**src/rtl/r16_fft_pkg.sv**
```systemverilog
// Shared types, constants and the stage address map for the radix-16 FFT scheduler.
package r16_fft_pkg;

  localparam int A_WIDTH       = 9;
  localparam int GRP_W         = A_WIDTH + 1;
  localparam int GRP_PER_STAGE = 1 << GRP_W;
  localparam int NUM_STAGES    = 4;
  localparam int PIPE_LAT      = 48;
  localparam int ROT_BITS      = 4;
  localparam int STAGE_W       = $clog2(NUM_STAGES);
  localparam int DRAIN_W       = $clog2(PIPE_LAT);

  typedef enum logic [1:0] {IDLE, RUN, DRAIN, DONE} sched_state_t;

  typedef struct packed {
    logic               bn;
    logic [A_WIDTH-1:0] ma;
  } addr_t;

  // Rotate the group counter left by one radix-16 digit per stage, then split into bank/address.
  function automatic addr_t addr_map(input logic [GRP_W-1:0]   grp,
                                     input logic [STAGE_W-1:0] stage);
    logic [2*GRP_W-1:0] dbl;
    logic [GRP_W-1:0]   idx;
    addr_t              r;
    int                 sh;
    sh   = (ROT_BITS * int'(stage)) % GRP_W;
    dbl  = {grp, grp} << sh;
    idx  = dbl[2*GRP_W-1 -: GRP_W];
    r.bn = ^idx;
    r.ma = idx[GRP_W-1:1];
    return r;
  endfunction

endpackage

```
**src/rtl/r16_addr_map.sv**
```systemverilog
// Combinational group-counter to bank/address mapper for one FFT stage.
module r16_addr_map
  import r16_fft_pkg::*;
(
  input  logic [GRP_W-1:0]   grp,
  input  logic [STAGE_W-1:0] stage,
  output logic               bn,
  output logic [A_WIDTH-1:0] ma
);

  addr_t m;

  assign m  = addr_map(grp, stage);
  assign bn = m.bn;
  assign ma = m.ma;

endmodule

```
**src/rtl/r16_stage_sched.sv**
```systemverilog
// Stage scheduler for the memory-based radix-16 16384-point FFT: read BN/MA per group, drain gap per stage.
// Optional build macro R16_SCHED_STALL_EN adds stall_in, which freezes RUN/DRAIN.
module r16_stage_sched
  import r16_fft_pkg::*;
(
  input  logic               clk,
  input  logic               rst_n,
  input  logic               start_in,
`ifdef R16_SCHED_STALL_EN
  input  logic               stall_in,
`endif
  output logic               BN_out,
  output logic [A_WIDTH-1:0] MA_out,
  output logic               rd_en_out,
  output logic [1:0]         stage_out,
  output logic               busy_out,
  output logic               done_out
);

  sched_state_t       state;
  logic [GRP_W-1:0]   grp_cnt;
  logic [DRAIN_W-1:0] drain_cnt;
  logic               stall;
  logic               map_bn;
  logic [A_WIDTH-1:0] map_ma;

`ifdef R16_SCHED_STALL_EN
  assign stall = stall_in;
`else
  assign stall = 1'b0;
`endif

  r16_addr_map u_map (
    .grp   (grp_cnt),
    .stage (stage_out),
    .bn    (map_bn),
    .ma    (map_ma)
  );

  // grp_cnt always holds the next group to issue; group 0 goes out on the start edge.
  always_ff @(posedge clk or negedge rst_n) begin
    if (!rst_n) begin
      state     <= IDLE;
      grp_cnt   <= '0;
      drain_cnt <= '0;
      BN_out    <= 1'b0;
      MA_out    <= '0;
      rd_en_out <= 1'b0;
      stage_out <= '0;
      busy_out  <= 1'b0;
      done_out  <= 1'b0;
    end else begin
      rd_en_out <= 1'b0;
      done_out  <= 1'b0;
      case (state)
        IDLE: begin
          if (start_in) begin
            state     <= RUN;
            busy_out  <= 1'b1;
            rd_en_out <= 1'b1;
            BN_out    <= map_bn;
            MA_out    <= map_ma;
            grp_cnt   <= grp_cnt + GRP_W'(1);
          end
        end
        RUN: begin
          if (!stall) begin
            rd_en_out <= 1'b1;
            BN_out    <= map_bn;
            MA_out    <= map_ma;
            grp_cnt   <= grp_cnt + GRP_W'(1);
            if (grp_cnt == GRP_W'(GRP_PER_STAGE - 1)) begin
              state     <= DRAIN;
              drain_cnt <= '0;
            end
          end
        end
        DRAIN: begin
          if (!stall) begin
            if (drain_cnt == DRAIN_W'(PIPE_LAT - 1)) begin
              drain_cnt <= '0;
              if (stage_out == STAGE_W'(NUM_STAGES - 1)) begin
                state <= DONE;
              end else begin
                stage_out <= stage_out + STAGE_W'(1);
                state     <= RUN;
              end
            end else begin
              drain_cnt <= drain_cnt + DRAIN_W'(1);
            end
          end
        end
        DONE: begin
          done_out  <= 1'b1;
          busy_out  <= 1'b0;
          stage_out <= '0;
          grp_cnt   <= '0;
          state     <= IDLE;
        end
        default: state <= IDLE;
      endcase
    end
  end

endmodule

```
**config.mk**
```make
export PLATFORM = sky130hd
export DESIGN_NAME = r16_stage_sched
export DESIGN_NICKNAME = d
export VERILOG_FILES = /design/src/rtl/r16_fft_pkg.sv /design/src/rtl/r16_addr_map.sv /design/src/rtl/r16_stage_sched.sv
export SDC_FILE = /design/constraint.sdc
export NUM_CORES = 1
export LEC_CHECK = 0
export BUFFER_PORTS_ARGS = -buffer_cell sky130_fd_sc_hd__buf_2
export CAP_MARGIN = 25
export CORE_AREA = 2 2 70 105
export CTS_CLUSTER_DIAMETER = 100
export CTS_CLUSTER_SIZE = 20
export DETAILED_ROUTE_END_ITERATION = 10
export DIE_AREA = 0 0 72 107
export HOLD_SLACK_MARGIN = 0.03
export PLACE_DENSITY = 0.49
export SKIP_LAST_GASP = 1
export SLEW_MARGIN = 10
export SYNTH_ARGS = -nofsm -noshare
export SYNTH_HDL_FRONTEND = slang
export SYNTH_HIERARCHICAL = 1
export SYNTH_SLANG_ARGS = --single-unit
```
**constraint.sdc**
```tcl
create_clock -name clk -period 2.3 [get_ports clk]
set_input_delay 0.115 -clock clk [delete_from_list [all_inputs] [get_ports clk]]
set_output_delay 0.115 -clock clk [all_outputs]
set_load 0.03 [all_outputs]
```
==> flow_summary_export.csv, run 1 <==
group,metric,value,unit
die,row_count,37,
drt,wl,4180,µm
grt,grt_pass1_vias,1459,
drt,wl_met2,2090,µm
synth,synth.most_common_cell,"nand2_1",
worst_setup_path,r2r_setup_slack,200,ps
sta,rsz0062_at_grt,"no",
worst_setup_path,reg2reg_to,"BN_out",
worst_setup_path,crit_type,"reg -> reg",
drt,dr.pass1.iters,4,
synth,ys_ff_latch,33,
place,place_congestion,0.821,
place,pre_cts_ws,48.3,ps
drt,vias,1451,
worst_setup_path,critical-path-max-stage-delay,570,ps
worst_setup_path,critPathMaxFanout,11,
cells_and_area,fillCellCount,712,
power_and_ir_drop,ir_drop,279,µV
grt,grt_pass1_wl,7090,µm
die,die_area,7700,µm²
drt,wl_met1,1810,µm
worst_setup_path,worstSetupEndpoint,"BN_out",
cts,clockBufferDepth,2,
grt,grtUsageTotal,0.117,
cts,cts_inserted_buffers,5,
worst_setup_path,critPathRequiredTime,2480,ps
synth,yosysSeqAreaShare,0.417,
drt,wl_per_cell,14.6,µm
sta,layout_min_cycle_time,2100,ps
drt,routed.top_layer,"met4",
cells_and_area,multi_input_area,1060,µm²
synth,synthArstFlopShare,1.00,
sta,finClkSkew,6.15,ps
cts,tritoncts,"done",
sta,setup_viol,0,
sta,period_share,0.913,
cts,insertion_delay,280,ps
worst_setup_path,cp_cell_sequence,"mux4_2, xor2_1, xnor2_1, xnor3_1, nand2_1, nand2_1",
power_and_ir_drop,leakagePower,0.998,nW
cells_and_area,layout.nets,214,
hold_path,hold_path_class,"in -> reg",
die,die_x,72,µm
worst_setup_path,critPathLaunchType,"register",
power_and_ir_drop,power.density,942,nW/µm²
sta,slew_violations,0,
die,start_util,0.291,
sta,hold_violations,0,
synth,synth_edf_count,0,
synth,yosysTopAreaCellShare,0.417,
cells_and_area,syn2layout_area_growth,12.9,%
grt,grt_max_degree,34,
synth,yosys.area.top_type,"dfrtp_1",
hold_path,holdPathStages,3,
sta,fmax,476,MHz
cts,cts.sinks,33,
synth,yosysWarnings,6,
sta,worst-slew-pin-transition,755,ps
synth,yosys-top-cells-area,"dfrtp_1, nand2_1, mux4_1, mux4_2, xnor2_1",
drt,drc,0,
cts,htreeDepth,2,
synth,yosys-top-cells-count,"nand2_1, dfrtp_1, nor2_1",
drt,first_iter_violations,46,
synth,synthFlopType,"dfrtp_1",
place,place_inst,278,
cts,clk_pin_slew,70,ps
cells_and_area,drive_gt1_frac,0.215,
synth,syn_avg_cell_area,10.7,µm²
worst_setup_path,critPathMostFrequentCell,"nand2_1",
drt,ant_nets,0,
sta,finalSetupTns,0,ps
grt,antenna_found_initial,0,
cts,cts_setup_buffers,0,
worst_setup_path,reg2reg_depth,6,
cells_and_area,fin_util,0.329,
sta,max_slew_margin,0.497,
outcome,status,"finished clean",
synth,syn_area,1980,µm²
worst_setup_path,cp-startpoint,"stage_out[1]",
cells_and_area,seq_area,827,µm²
grt,grt_overflow,0,
cells_and_area,antenna_cells,0,
job,drv_cap,0,
die,die_y,107,µm
worst_setup_path,cp-end-kind,"register",
synth,syn_nets,191,
worst_setup_path,cpMaxStageDelayCell,"mux4_2",
drt,dr_wl_met3,137,µm
die,core,6810,µm²
worst_setup_path,timing.rr.start,"stage_out[1]",
sta,fin_ws,199,ps
place,hpwl,2980,µm
synth,yosysUniqueCellTypes,46,
drt,routed_via_density,5.06,
place,port_buffers,17,
cts,cts-root-buf,"clkbuf_8",
cells_and_area,fin_cells,287,
worst_setup_path,worstPathArrival,2280,ps
synth,syn_inst,185,
die,num_io_pins,18,
[report_power, final]
part / total (mW) / switching [mW] / internal (mW)
clock: 0.419 / 0.209 / 0.210
sequential: 0.855 / 0.146 / 0.709
combinational: 0.833 / 0.433 / 0.400
[state kept, by name (all words and copies together), names as in the netlist]
name       flops
MA_out         9
grp_cnt       10
done_out       1
state          2
BN_out         1
drain_cnt      6
stage_out      2
busy_out       1
rd_en_out      1
[worst min-delay path by stage]
| stage | slack [ps] | startpoint | end |
|---|---|---|---|
| 2_1_floorplan | -180 | rst_n | BN_out |
| 3_3_place_gp | 240 | rst_n | done_out |
| 3_5_place_dp | 250 | rst_n | done_out |
| 4_1_cts | 160 | start_in | busy_out |
| 5_1_grt | 200 | start_in | busy_out |
| 6_report | 170 | start_in | busy_out |
[critical path, delay by kind of cell, from the launching register on]
kind          cells  cell delay [ps]
mux               1              570
xor+xnor          3              790
flops             1              530
simple gates      2              110
[area by class of cell]
type                    count  area share
multi-input cells         138       0.474
flip-flops and latches     33       0.370
repair buffers             26      0.0694
well taps                  78      0.0436
clock buffers               6      0.0324
inverters                   4     0.00671
clock inverters             2     0.00447
[what timing repair did]
| item | 4_1_cts | 5_1_grt |
|---|---|---|
| resized for setup | 0 | 1 |
| hold buffers | 1 | 0 |
| setup endpoints to repair | 0 | 1 |
| hold endpoints to repair | 33 | 0 |
[cells by family (layout without fill, tap and decap cells)]
family,count (synthesis),count (layout),synth area share
adders and majority gates,3,3,0.0189
muxes,16,16,0.142
DFF,33,33,0.417
xor gates and xnor gates,13,13,0.0644
and+or+nand+nor,74,74,0.174
buffers and inverters,14,38,0.0486
AOI/OAI and AO/OA,32,32,0.135
[stage by stage]
step	power, mW	hold slack [ps]	area [µm²]
2_1_floorplan	1.53	-181	1980
3_3_place_gp	1.69	242	2140
3_5_place_dp	1.71	245	2140
4_1_cts	2.15	163	2240
5_1_grt	2.28	202	2240
6_report	2.11	174	2240
[layer usage]
layer  track usage  up-vias
met4        0.0499        0
met5             0        -
met3        0.0235        9
met1         0.134      701
li1              -      711
met2         0.208       30
[layout by cell type, fill, tap and decap left out, drive strengths merged, types with 2 or more instances in the layout]
master and n:
nand3 3, and2 3, ha 3, clkbuf 6, xnor2 7, dfrtp 33, buf 25, o2111ai 2
nand2 42, a21oi 5, nor2 9, o21ai 8, or3 4, o22ai 2, xor2 5, o211ai 4
mux2 2, inv 4, mux2i 6, mux4 8, clkinv 2, nor3 3, nor4b 2, a22o 5
Power figures use the tool's default switching activity.
==> run 2, diff against run 1 <==
--- a/config.mk
+++ b/config.mk
@@ -14,6 +14,7 @@
 export DIE_AREA = 0 0 72 107
 export HOLD_SLACK_MARGIN = 0.03
 export PLACE_DENSITY = 0.49
+export REMOVE_ABC_BUFFERS = 1
 export SKIP_LAST_GASP = 1
 export SLEW_MARGIN = 10
 export SYNTH_ARGS = -nofsm -noshare
==> flow_summary_export.csv, run 2 (synthesized netlist as in run 1, its figures left out) <==
group,metric,value,unit
sta,fmax,471,MHz
grt,antenna_found_initial,0,
cts,htreeDepth,2,
cts,tritoncts,"done",
cells_and_area,largest_register_ffs,10,
grt,grt_pass1_wl,7450,µm
cells_and_area,layout_common_cells,"nand2_1, dfrtp_1, buf_2, nor2_1",
cts,cts.sinks,33,
worst_setup_path,crit_type,"reg -> reg",
grt,grt_pass1_vias,1467,
sta,slew_violations,0,
power_and_ir_drop,ir_drop,274,µV
die,row_count,37,
worst_setup_path,critPathRequiredTime,2480,ps
worst_setup_path,r2r_setup_slack,180,ps
drt,vias,1443,
drt,wl,4380,µm
die,num_io_pins,18,
sta,period_share,0.923,
power_and_ir_drop,finalPower,2.26,mW
cells_and_area,reg.largest.list,"grp_cnt (10), MA_out (9), drain_cnt (6)",
place,hpwl,3110,µm
drt,routed_via_density,5.05,
worst_setup_path,critPathLaunchType,"register",
drt,ant_nets,0,
cells_and_area,layout_commonest_cell,"nand2_1",
drt,drc,0,
sta,worst-slew-pin-transition,781,ps
die,die_y,107,µm
cells_and_area,seq_area,826,µm²
cells_and_area,multi_input_area,1060,µm²
cells_and_area,fin_cells,286,
cts,cts-resized-gates,0,
sta,max_slew_margin,0.479,
drt,dr.pass1.iters,4,
cells_and_area,largest_register,"grp_cnt",
cts,cts-root-buf,"clkbuf_8",
worst_setup_path,worstPathArrival,2310,ps
cells_and_area,syn2layout_area_growth,14.1,%
cts,cts_hold_buf,1,
place,port_buffers,17,
drt,first_iter_violations,69,
power_and_ir_drop,leakagePower,1.01,nW
cts,clockBufferDepth,2,
hold_path,min-delay-start,"start_in",
place,place_congestion,0.815,
cells_and_area,fillCellCount,698,
cts,clk_pin_slew,70,ps
power_and_ir_drop,power.density,1000,nW/µm²
cells_and_area,antenna_cells,0,
cts,cts_inserted_buffers,5,
die,die_x,72,µm
grt,grt_overflow,0,
worst_setup_path,critPathMaxFanout,9,
hold_path,hold-path-endpoint,"busy_out",
job,drv_cap,0,
sta,finalSetupTns,0,ps
cells_and_area,layout.nets,213,
sta,fin_ws,177,ps
cts,insertion_delay,280,ps
cts,cts_setup_buffers,0,
grt,grtUsageTotal,0.125,
sta,hold_violations,0,
die,die_area,7700,µm²
place,pre_cts_ws,155,ps
place,place_inst,277,
grt,grt_max_degree,34,
worst_setup_path,critical-path-max-stage-delay,580,ps
sta,setup_viol,0,
drt,wl_per_cell,15.3,µm
worst_setup_path,reg2reg_depth,6,
sta,finClkSkew,7.22,ps
die,core,6810,µm²
worst_setup_path,cp_cell_sequence,"mux4_2, xor2_1, xnor2_1, xnor3_1, nand2_1, nand2_1",
hold_path,hold_path_class,"in -> reg",
hold_path,holdPathStages,3,
sta,layout_min_cycle_time,2120,ps
outcome,status,"finished clean",
worst_setup_path,critPathMostFrequentCell,"nand2_1",
worst_setup_path,timing.rr.start,"stage_out[1]",
worst_setup_path,cpMaxStageDelayCell,"mux4_2",
worst_setup_path,reg2reg_to,"BN_out",
cells_and_area,drive_gt1_frac,0.207,
die,start_util,0.291,
sta,holdWs,160,ps
sta,rsz0062_at_grt,"no",
worst_setup_path,cp-end-kind,"register",
## run 2: critical path, delay by kind of cell, from the launching register on
family,cells,cell delay (ps)
and+or+nand+nor,2,100
DFF,1,570
xor gates and xnor gates,3,760
muxes,1,580
## run 2: layer usage
metal | part of all wire | track usage
met5 | 0 | 0
met4 | 0.011 | 0.0445
met3 | 0.027 | 0.0226
met2 | 0.55 | 0.224
met1 | 0.41 | 0.146
## run 2: worst max-delay path by stage
stage	startpoint	to	cells after the start
after floorplan	stage_out[0]	BN_out	6
after global placement	stage_out[1]	BN_out	6
after detailed placement	stage_out[1]	BN_out	6
after CTS	stage_out[1]	BN_out	6
after global routing	stage_out[1]	BN_out	6
final	stage_out[1]	BN_out	6
## run 2: report_power, final
group	total (mW)	internal (mW)	switching, mW
registers	0.856	0.709	0.147
logic	0.833	0.396	0.437
clock network	0.576	0.354	0.222
## run 2: cell type report
type,count,area share
clock buffers,7,0.0382
clock inverters,1,0.0133
inverters,4,0.00664
multi-input cells,138,0.468
flip-flops and latches,33,0.365
well taps,78,0.0431
repair buffers,25,0.0653
## run 2: through the flow
stage	instance area, µm²	utilization
detailed placement	2140	0.314
global route	2260	0.332
CTS	2260	0.332
floorplan	1900	-
finish	2260	0.332
global placement	2140	0.314
==> run 3, diff against run 2 <==
--- a/config.mk
+++ b/config.mk
@@ -7,11 +7,11 @@
 export LEC_CHECK = 0
 export BUFFER_PORTS_ARGS = -buffer_cell sky130_fd_sc_hd__buf_2
 export CAP_MARGIN = 25
-export CORE_AREA = 2 2 70 105
+export CORE_AREA = 2 2 65 113
 export CTS_CLUSTER_DIAMETER = 100
 export CTS_CLUSTER_SIZE = 20
 export DETAILED_ROUTE_END_ITERATION = 10
-export DIE_AREA = 0 0 72 107
+export DIE_AREA = 0 0 67 115
 export HOLD_SLACK_MARGIN = 0.03
 export PLACE_DENSITY = 0.49
 export REMOVE_ABC_BUFFERS = 1
==> flow_summary_export.csv, run 3 (synthesized netlist as in run 1, its figures left out) <==
group,metric,value,unit
outcome,status,"finished clean",
cts,cts_inserted_buffers,5,
worst_setup_path,worstPathArrival,2270,ps
worst_setup_path,timing.rr.start,"stage_out[1]",
worst_setup_path,critPathMaxFanout,9,
worst_setup_path,reg2reg_to,"BN_out",
hold_path,min-delay-start,"start_in",
die,die_x,67,µm
die,row_count,40,
cells_and_area,drive_gt1_frac,0.207,
drt,drc,0,
grt,grtUsageTotal,0.128,
power_and_ir_drop,ir_drop,371,µV
grt,grt_pass1_vias,1450,
die,core,6810,µm²
cells_and_area,seq_area,826,µm²
cells_and_area,fillCellCount,738,
drt,wl_per_cell,14.4,µm
worst_setup_path,crit_type,"reg -> reg",
drt,ant_nets,0,
job,drv_cap,0,
sta,layout_min_cycle_time,2100,ps
worst_setup_path,critPathLaunchType,"register",
place,hpwl,3080,µm
cells_and_area,largest_register,"grp_cnt",
cells_and_area,antenna_cells,0,
power_and_ir_drop,power.density,1010,nW/µm²
sta,rsz0062_at_grt,"no",
cells_and_area,fin_cells,292,
cts,cts-root-buf,"clkbuf_16",
cts,cts_setup_buffers,0,
place,place_area,2140,µm²
cts,htreeDepth,2,
cells_and_area,layout_commonest_cell,"nand2_1",
cells_and_area,fin_area,2290,µm²
grt,antenna_found_initial,0,
drt,first_iter_violations,32,
drt,dr.pass1.iters,4,
cells_and_area,layout.nets,213,
sta,setup_viol,0,
grt,grt_pass1_wl,7310,µm
cells_and_area,layout_common_cells,"nand2_1, dfrtp_1, buf_2, nor2_1",
place,place_inst,283,
sta,max_slew_margin,0.487,
cts,tritoncts,"done",
grt,grt_overflow,0,
sta,slew_violations,0,
grt,grt_max_degree,34,
place,port_buffers,17,
worst_setup_path,reg2reg_depth,6,
die,num_io_pins,18,
place,place_congestion,0.741,
sta,fmax,476,MHz
hold_path,holdPathStages,3,
cells_and_area,multi_input_area,1060,µm²
sta,period_share,0.914,
hold_path,hold-path-endpoint,"busy_out",
sta,finClkSkew,3.50,ps
worst_setup_path,r2r_setup_slack,200,ps
drt,vias,1431,
drt,wl,4220,µm
sta,hold_violations,0,
cells_and_area,syn2layout_area_growth,15.7,%
power_and_ir_drop,leakagePower,1.02,nW
worst_setup_path,cp-end-kind,"register",
drt,routed_via_density,4.90,
hold_path,hold_path_class,"in -> reg",
cells_and_area,reg.largest.list,"grp_cnt (10), MA_out (9), drain_cnt (6)",
sta,worst-slew-pin-transition,769,ps
die,die_y,115,µm
cts,insertion_delay,270,ps
cts,cts.sinks,33,
die,start_util,0.291,
cts,clk_pin_slew,50,ps
die,die_area,7710,µm²
worst_setup_path,critPathRequiredTime,2470,ps
cells_and_area,largest_register_ffs,10,
cts,clockBufferDepth,2,
==> run 3: final cells by class <==
cell class	instances	share of cell area
clock inverters	2	0.00437
flip-flops and latches	33	0.360
repair buffers	25	0.0644
inverters	4	0.00655
multi-input cells	138	0.462
clock buffers	6	0.0562
well taps	84	0.0459
==> run 3: how the worst max path moves through the flow <==
stage	start	endpoint	slack (ps)	cells past startpoint
2_1_floorplan	stage_out[0]	BN_out	-40	6
3_3_place_gp	stage_out[1]	BN_out	210	6
3_5_place_dp	stage_out[1]	BN_out	200	6
4_1_cts	stage_out[1]	BN_out	180	6
5_1_grt	stage_out[1]	BN_out	60	6
6_report	stage_out[1]	BN_out	200	6
==> run 3: critical path, stage by stage, from the launching register on <==
cell     delay, ps
dfrtp_1        560
mux4_2         580
xnor2_1        220
xnor2_1        140
xnor3_1        390
nand2_1         60
nand2_1         40
==> run 3: routing by layer <==
| layer | GRT usage | up-vias | share of wire |
|---|---|---|---|
| met5 | 0 | - | 0 |
| met4 | 0.0531 | 0 | 0.020 |
| met3 | 0.0294 | 5 | 0.028 |
| met2 | 0.228 | 17 | 0.56 |
| met1 | 0.141 | 702 | 0.40 |
| li1 | - | 707 | - |
==> run 3: metrics by stage <==
step | util | hold WS [ps] | TNS (ps) | setup WS (ps) | power (mW)
global route | 0.337 | 174 | 0 | 57.8 | 2.47
detailed placement | 0.315 | 248 | 0 | 196 | 1.71
finish | 0.337 | 172 | 0 | 198 | 2.31
floorplan | - | -181 | -43.2 | -43.2 | 1.49
global placement | 0.315 | 255 | 0 | 211 | 1.70
CTS | 0.337 | 168 | 0 | 184 | 2.36
==> run 3: report_power, final <==
part	total [mW]	leakage [nW]	switching, mW	internal [mW]
clock	0.634	0.0706	0.237	0.397
combinational	0.828	0.530	0.430	0.398
sequential	0.851	0.419	0.141	0.711
total	2.31	1.02	0.808	1.51
==> run 3: repair_timing <==
| action | 4_1_cts | 5_1_grt |
|---|---|---|
| endpoints found under the setup margin | 0 | 0 |
| endpoints found under the hold margin | 33 | 0 |
| resized for setup | 0 | 0 |
| hold buffers | 1 | 0 |
